**src/rtl/layer1_pool.sv**
```systemverilog
// Layer-1 ReLU + 2x2/stride-2 max pooling for two conv channels over an IMG_W x IMG_W frame.
// Emits one kernel-0 then one kernel-1 write per pooled pixel, and pulses o_done at frame end.
module layer1_pool #(
  parameter int DATA_W = 20,
  parameter int IMG_W  = 64
) (
  input  logic                       clk,
  input  logic                       reset,
  input  logic                       i_valid,
  input  logic signed [DATA_W-1:0]   i_data_0,
  input  logic signed [DATA_W-1:0]   i_data_1,
  output logic                       o_wr,
  output logic                       o_sel,
  output logic [2*$clog2(IMG_W)-3:0] o_addr,
  output logic [DATA_W-1:0]          o_data,
  output logic                       o_done
);
  localparam int CW = $clog2(IMG_W);
  localparam int HW = CW - 1;

  typedef enum logic [1:0] {IDLE, ACC, FLUSH, DONE} state_t;
  state_t state, state_nxt;

  logic [CW-1:0]     row, col;
  logic [HW-1:0]     half_col;
  logic              accept, last_px, pool_ev;
  logic [DATA_W-1:0] relu0_p0, relu1_p0;
  logic [DATA_W-1:0] hold0, hold1;
  logic [DATA_W-1:0] lb0 [IMG_W/2];
  logic [DATA_W-1:0] lb1 [IMG_W/2];
  logic [DATA_W-1:0] pool0_p0, pool1_p0;
  logic [DATA_W-1:0] pend_data_p1;
  logic              pend_vld_p1;

  function automatic logic [DATA_W-1:0] relu(input logic signed [DATA_W-1:0] x);
    return x[DATA_W-1] ? '0 : $unsigned(x);
  endfunction

  // Operands are post-ReLU, so a plain unsigned compare is exact.
  function automatic logic [DATA_W-1:0] max2(input logic [DATA_W-1:0] a,
                                             input logic [DATA_W-1:0] b);
    return (a > b) ? a : b;
  endfunction

  // Stage p0: ReLU and pooling on the accepted pixel
  assign accept   = i_valid && ((state == IDLE) || (state == ACC));
  assign last_px  = (&row) && (&col);
  assign pool_ev  = accept && row[0] && col[0];
  assign half_col = col[CW-1:1];
  assign relu0_p0 = relu(i_data_0);
  assign relu1_p0 = relu(i_data_1);
  assign pool0_p0 = max2(max2(lb0[half_col], hold0), relu0_p0);
  assign pool1_p0 = max2(max2(lb1[half_col], hold1), relu1_p0);

  // Line buffer carries the even-row pair maxima down to the odd row; never read before written.
  always_ff @(posedge clk) begin
    if (accept && !row[0] && col[0]) begin
      lb0[half_col] <= max2(hold0, relu0_p0);
      lb1[half_col] <= max2(hold1, relu1_p0);
    end
  end

  always_ff @(posedge clk or posedge reset) begin
    if (reset) state <= IDLE;
    else       state <= state_nxt;
  end

  // FLUSH waits for the pending kernel-1 write to leave before signalling DONE.
  always_comb begin
    state_nxt = state;
    o_done    = 1'b0;
    case (state)
      IDLE, ACC: begin
        if (accept) state_nxt = last_px ? FLUSH : ACC;
      end
      FLUSH: begin
        if (!pend_vld_p1) state_nxt = DONE;
      end
      DONE: begin
        o_done    = 1'b1;
        state_nxt = IDLE;
      end
      default: state_nxt = IDLE;
    endcase
  end

  // Stage p1: registered writes; kernel-1 result parks one cycle in the pending slot
  always_ff @(posedge clk or posedge reset) begin
    if (reset) begin
      row          <= '0;
      col          <= '0;
      hold0        <= '0;
      hold1        <= '0;
      o_wr         <= 1'b0;
      o_sel        <= 1'b0;
      o_addr       <= '0;
      o_data       <= '0;
      pend_vld_p1  <= 1'b0;
      pend_data_p1 <= '0;
    end else begin
      o_wr <= 1'b0;
      if (accept) begin
        col <= col + 1'b1;
        if (&col) row <= row + 1'b1;
        if (!col[0]) begin
          hold0 <= relu0_p0;
          hold1 <= relu1_p0;
        end
      end
      // Pool events are two accepted pixels apart, so the pending slot is always free here.
      if (pool_ev) begin
        o_wr         <= 1'b1;
        o_sel        <= 1'b0;
        o_addr       <= {row[CW-1:1], half_col};
        o_data       <= pool0_p0;
        pend_vld_p1  <= 1'b1;
        pend_data_p1 <= pool1_p0;
      end else if (pend_vld_p1) begin
        o_wr        <= 1'b1;
        o_sel       <= 1'b1;
        o_data      <= pend_data_p1;
        pend_vld_p1 <= 1'b0;
      end
    end
  end

endmodule

```
**config.mk**
```make
export PLATFORM = sky130hd
export DESIGN_NAME = layer1_pool
export DESIGN_NICKNAME = d
export VERILOG_FILES = /design/src/rtl/layer1_pool.sv
export SDC_FILE = /design/constraint.sdc
export NUM_CORES = 1
export LEC_CHECK = 0
export ABC_AREA = 1
export CORE_MARGIN = 5
export CORE_UTILIZATION = 50
export DETAILED_ROUTE_END_ITERATION = 8
export PLACE_DENSITY = 0.66
export SYNTH_ARGS = -nofsm -noshare
export SYNTH_HDL_FRONTEND = slang
export SYNTH_SLANG_ARGS = --single-unit
```
**constraint.sdc**
```tcl
create_clock -name clk -period 4.6 [get_ports clk]
set_clock_uncertainty 0.2 [all_clocks]
set_input_delay 0.69 -clock clk [delete_from_list [all_inputs] [get_ports clk]]
set_output_delay 0.69 -clock clk [all_outputs]
set_load 0.005 [all_outputs]
```
### Word-level counts from Yosys, hierarchy flattened

Memories as Yosys holds them, arrays and structs flattened.
Index checks and enable logic that the tools add are counted.

* bits in registers: 107
* bits in writable memories: 1280
* input port bits: 43
* logic and storage cells: 65
* memories kept: 2

Memories
* lb0: depth 32, width 20, rd ports 1, clocked after memory_dff 0, write ports 1, line 29 `logic [DATA_W-1:0] lb0 [IMG_W/2];`
* lb1: depth 32, width 20, rd ports 1, clocked after memory_dff 0, write ports 1, line 30 `logic [DATA_W-1:0] lb1 [IMG_W/2];`

* add/sub/neg operators: 2
* $lt $le $gt $ge: 6
* equal/unequal tests: 5
* multiplexer cells: 22
* bitwise operators: 1
* reductions and logical operators: 16

Operators with widths (number)
* $mux 20: 8
* $gt 20x19->1: 4
* $gt 20x20->1: 2
* $mux 19: 2
* $add 6x1->6 const B: 2
* $reduce_and 6->1: 2
* $mux 1: 8
* $reduce_and 7->1: 1
* $logic_and 1x1->1: 6
* $mux 2: 3
* $pmux 2 s3: 1
* $eq 2x2->1 const B: 2
* $ne 2x2->1 const B: 2
* $reduce_and 2->1: 2
* $eq 2x1->1 const B: 1
* $logic_not 2->1: 1
* $reduce_bool 2->1: 1
* $reduce_or 2->1: 1
* $logic_not 1->1: 1
* $logic_or 1x1->1: 1
* $not 1->1: 1

### Longest topological paths before layout

* word-level depth: 7
* depth in mapped cells: 41

### Worst setup path before layout

Ideal clock, no wire load.

* path type: reg2reg
* start point: reg col[2]
* end point: reg pend_data_p1[0]
* data arrival time: 4.215 ns
* slack: 0.068 ns
* stages on the path, launching flop included: 33
* clock period less this slack: 4.532 ns
* path through: dfrtp_1 -> buf_4 -> buf_4 -> buf_2 -> buf_2 -> nand3_1 -> nand4_1 -> nand2_1 -> nand2_1 -> nor2_1 -> nand2_1 -> ha_1 -> nand2_1 -> nor3_1 -> and3_1 -> nand3_1 -> nand2_1 -> clkbuf_1 -> nand2_1 -> nand2_1 -> ha_1 -> inv_2 -> nor2_1 -> o21ai_1 -> nand2_1 -> nand3_1 -> nand2_1 -> o21ai_1 -> buf_2 -> clkbuf_1 -> a21oi_1 -> nand2_1 -> nand2_1

* word-level cells in the longest chain between the ends: 5

Ends and longest elaborated chain
* from (decl): line 24 `logic [CW-1:0] row, col;`
* from (signal assigned): line 103 `col <= col + 1'b1;`
* $mem_v2 32x20 (*)
* $gt 20x20->1: line 42 `return (a > b) ? a : b;`
* $mux 20 (*): line 42
* $gt 20x19->1: line 42
* $mux 20 (*): line 42
* to (signal assigned): line 117 `pend_data_p1 <= pool1_p0;`
* to (decl): line 32 `logic [DATA_W-1:0] pend_data_p1;`

Every way passes the cells marked *; elsewhere a longest branch is shown, timed or not.
A chain may end at the register's enable or synchronous reset.

### Worst setup path after layout

* start point: reg col[1]
* end point: reg o_data[6]

* word-level cells in the longest chain between the ends: 6

Ends and longest elaborated chain
* $mem_v2 32x20 (*)
* $gt 20x20->1: line 42
* $mux 20 (*): line 42
* $gt 20x19->1: line 42
* $mux 20 (*): line 42
* $mux 20 (*): line 111 `if (pool_ev) begin`
* to (signal assigned): line 115 `o_data <= pool0_p0;`
* to (signal assigned): line 121 `o_data <= pend_data_p1;`
* to (decl): line 15 `output logic [DATA_W-1:0] o_data,`

Marked as above.

==> metrics.txt <==
setup ws final -367.1 ps; largest net degree at the start of global routing just over 80; delay-heaviest family, CP buffers and inverters; core area 0.1139 mm^2; post-route core utilization 0.6132; fin nets just over 6,000; Slowest-stage cell, CP dfrtp_4; leading area contributor after synthesis edfxtp_1; CTS Buffer Depth 3; Setup crit end kind flop; number of max-cap violations 0; crit path kind flop to flop; Die W roughly 350 um; largest stage delay on the critical path around 540 ps; DP HPWL 104,100 um; slew margin rel. 0.3005; RSZ-0062 raised after global routing yes; later-pin clock latency in the skew report between 700 and 800 ps; share of layout cells above drive strength 1 0.1600; top cells by area, synth edfxtp_1 64%, nand2_1 18%, dfrtp_1 4.5%, nand3_1 2.6%, ha_1 2.5%; # rows ~120; failing checks setup timing; final instance area ~0.07 mm^2; mapped cell area ~0.057 mm^2; Crit. path cell count 37; PwrDens slightly below 700 mW/mm^2; switching fraction of total power 0.3807; syn nets around 5,600; clock network power share 0.219; Die ar. around 0.12 mm^2; GPL Wtd Cong 0.9220; final setup fails 38; CTS Buf Count 134; vias in the first global route between 40,000 and 50,000; clk sink count 1,319; syn_area_per_cell 10.51 um^2; Final Hold Fails 0; Mapped Cells 5,426; Seq/Total Area, Yosys 0.6855; HP Class primary input to async pin; initial antenna violation count 1; drt drc 0; worst IR drop on VDD 678.3 uV; first-pass GRT wire length approximately 260,000 um; Worst Setup Start Kind flop; met2 GRT Util 0.4589; ANT nets after route 0; Layout Cells excl Fill around 7,500; crit-path most repeated cell buf_4; Worst-Margin Slew 1038 ps; most used flip-flop cell after synthesis edfxtp_1; TritonCTS clock tree yes; Routed WL ~180,000 um; synthesis-to-layout area growth 22.46%; period utilization 1.080; # hold bufs at CTS 0; post-synth top area share 0.6403; Achievable Freq roughly 200 MHz; dpl cell area 0.06315 mm^2; Sw Pwr about 0.018 W; synthesized flop and latch total 1,319; GR met1 Demand/Resource 0.3897; H-tree levels 4; synth warn 0; min Tclk post-route ~5000 ps; port buffer count 74; EDFF count, synth roughly 1,200; Int Power 0.02987 W; # diodes 0; clock slew seen by the registers of the worst setup and hold paths ~60 ps; Detailed Route Iter0 Violations ~5,200; Worst EP arrival ~5400 ps; busiest grt layer met2; fin. max-slew vios 0; GRT Total Usage 0.2886; Cell Count Post-Placement 7,186; share of total power in combinational logic 0.482; Worst Path Buf+Inv 16; Die Ht 347.7 um; hold slack 66.30 ps; Worst Path Max Fanout 12; met3 usage 0.06157; share of flip-flops with an asynchronous set or reset 0.07809; Flop pwr share 0.299; Initial Util 0.5008; LEAKAGE ~28 nW; clk root buf clkbuf_16; Routed wire per std cell 24.18 um; Pre-Repair DR Iteration Count 6; detailed-route via count about 43,000; run status finished with violations; Cell variety after synth between 40 and 50; worst r2r path cells 37; io pins 76; Crit path required time 5010 ps; Vias/cell 5.744; gr ovfl total 0
## final timing paths
| path | start | end | slack [ps] |
|---|---|---|---|
| min in group clk | pend_data_p1[2] | pend_data_p1[2] | 280 |
| hold reg to reg | pend_data_p1[2] | pend_data_p1[2] | 280 |
| max in group asynchronous | reset | col[2] | 3270 |
| hold / removal | reset | hold1[7] | 70 |
| setup reg to reg | col[1] | o_data[6] | -370 |
| setup / recovery | col[1] | o_data[6] | -370 |
## flip-flops by register name (all words and copies together) (netlist names)
register      flops
o_wr              1
lb1             608
o_data           19
hold0            19
lb0             608
state             2
pend_data_p1     19
col               6
o_addr           10
row               6
pend_vld_p1       1
hold1            19
o_sel             1
## cell usage after synthesis, types with 7 or more instances
master       n
nand3_1    301
dfrtp_1    103
edfxtp_1  1216
a21oi_1    105
nand2_1   2727
nand4_1    165
buf_6        9
buf_4       25
ha_1       116
inv_1      118
buf_1       24
inv_2        8
nor2_1     170
xor2_1       7
nor3_1       8
clkbuf_1    96
o21ai_0     77
buf_2      115
## power groups by stage
| stage | Combinational, W | Sequential [W] | Clock, W |
|---|---|---|---|
| global route | 0.0249 | 0.0145 | 0.0112 |
| floorplan | 0.0102 | 0.0146 | 0 |
| global placement | 0.0182 | 0.0147 | 0 |
| detailed placement | 0.0185 | 0.0147 | 0 |
| finish | 0.0232 | 0.0144 | 0.0106 |
| CTS | 0.0200 | 0.0144 | 0.0107 |
## cell families (layout without fill, tap and decap cells)
family | count (synthesis) | after routing | share of synthesized area
DFF | 1319 | 1319 | 0.6855
AOI/OAI and AO/OA | 199 | 199 | 0.01810
and+or+nand+nor | 3383 | 3383 | 0.2377
buffers and inverters | 400 | 969 | 0.03192
adders and majority gates | 116 | 116 | 0.02545
xor gates and xnor gates | 8 | 8 | 0.001229
other | 1 | 1 | 0.00006576
## repair_timing
item / 4_1_cts / 5_1_grt
setup buffers: 24 / 27
gates cloned: 15 / 21
endpoints found under the hold margin: 0 / 0
gates resized for setup: 100 / 180
endpoints found under the setup margin: 38 / 38
pin swaps: 9 / 56
## worst register-to-register path, delay by kind of cell, from the launching register on
kind	cells	cell delay [ps]
AO/OA/AOI/OAI	2	120
flip-flops	1	540
adder cells (fa/ha/maj)	1	270
buffers and inverters	16	2150
AND/OR/NAND/NOR	18	1560
## final cells by class
cell class | instances | area [um^2]
fillers | 8839 | 44040
well taps | 1512 | 1892
repair inverters | 1 | 8.758
multi-input cells | 3707 | 17350
clock inverters | 65 | 531.8
repair buffers | 602 | 6789
flip-flops and latches | 1319 | 39100
clock buffers | 171 | 3651
inverters | 130 | 518.0
## through the flow
step	TNS [ps]	power, W	setup WS (ps)
5_1_grt	-20370	0.05057	-599.1
3_5_place_dp	-19040	0.03314	-585.5
6_report	-11550	0.04824	-367.1
3_3_place_gp	-17500	0.03286	-512.7
4_1_cts	-6647	0.04506	-238.0
2_1_floorplan	0	0.02472	68.35
## layout by cell type (no fill, tap or decap), drive strengths merged, types with 3 or more instances in the layout
cell type	count
nand3	301
bufinv	7
nand2	2727
inv	137
o21ai	80
nor2	174
a21oi	105
nor3	9
o21a	3
dfrtp	103
o21bai	3
ha	116
xor2	7
edfxtp	1216
nand4	165
bufbuf	10
clkinv	50
clkbuf	190
clkdlybuf4s50	74
buf	499
## metal layers
metal,share of wire,up-vias
met5,0,-
met4,0.047,0
met3,0.11,503
met2,0.46,2578
met1,0.38,20786
li1,-,19255
(Power assumes the default switching activity.)
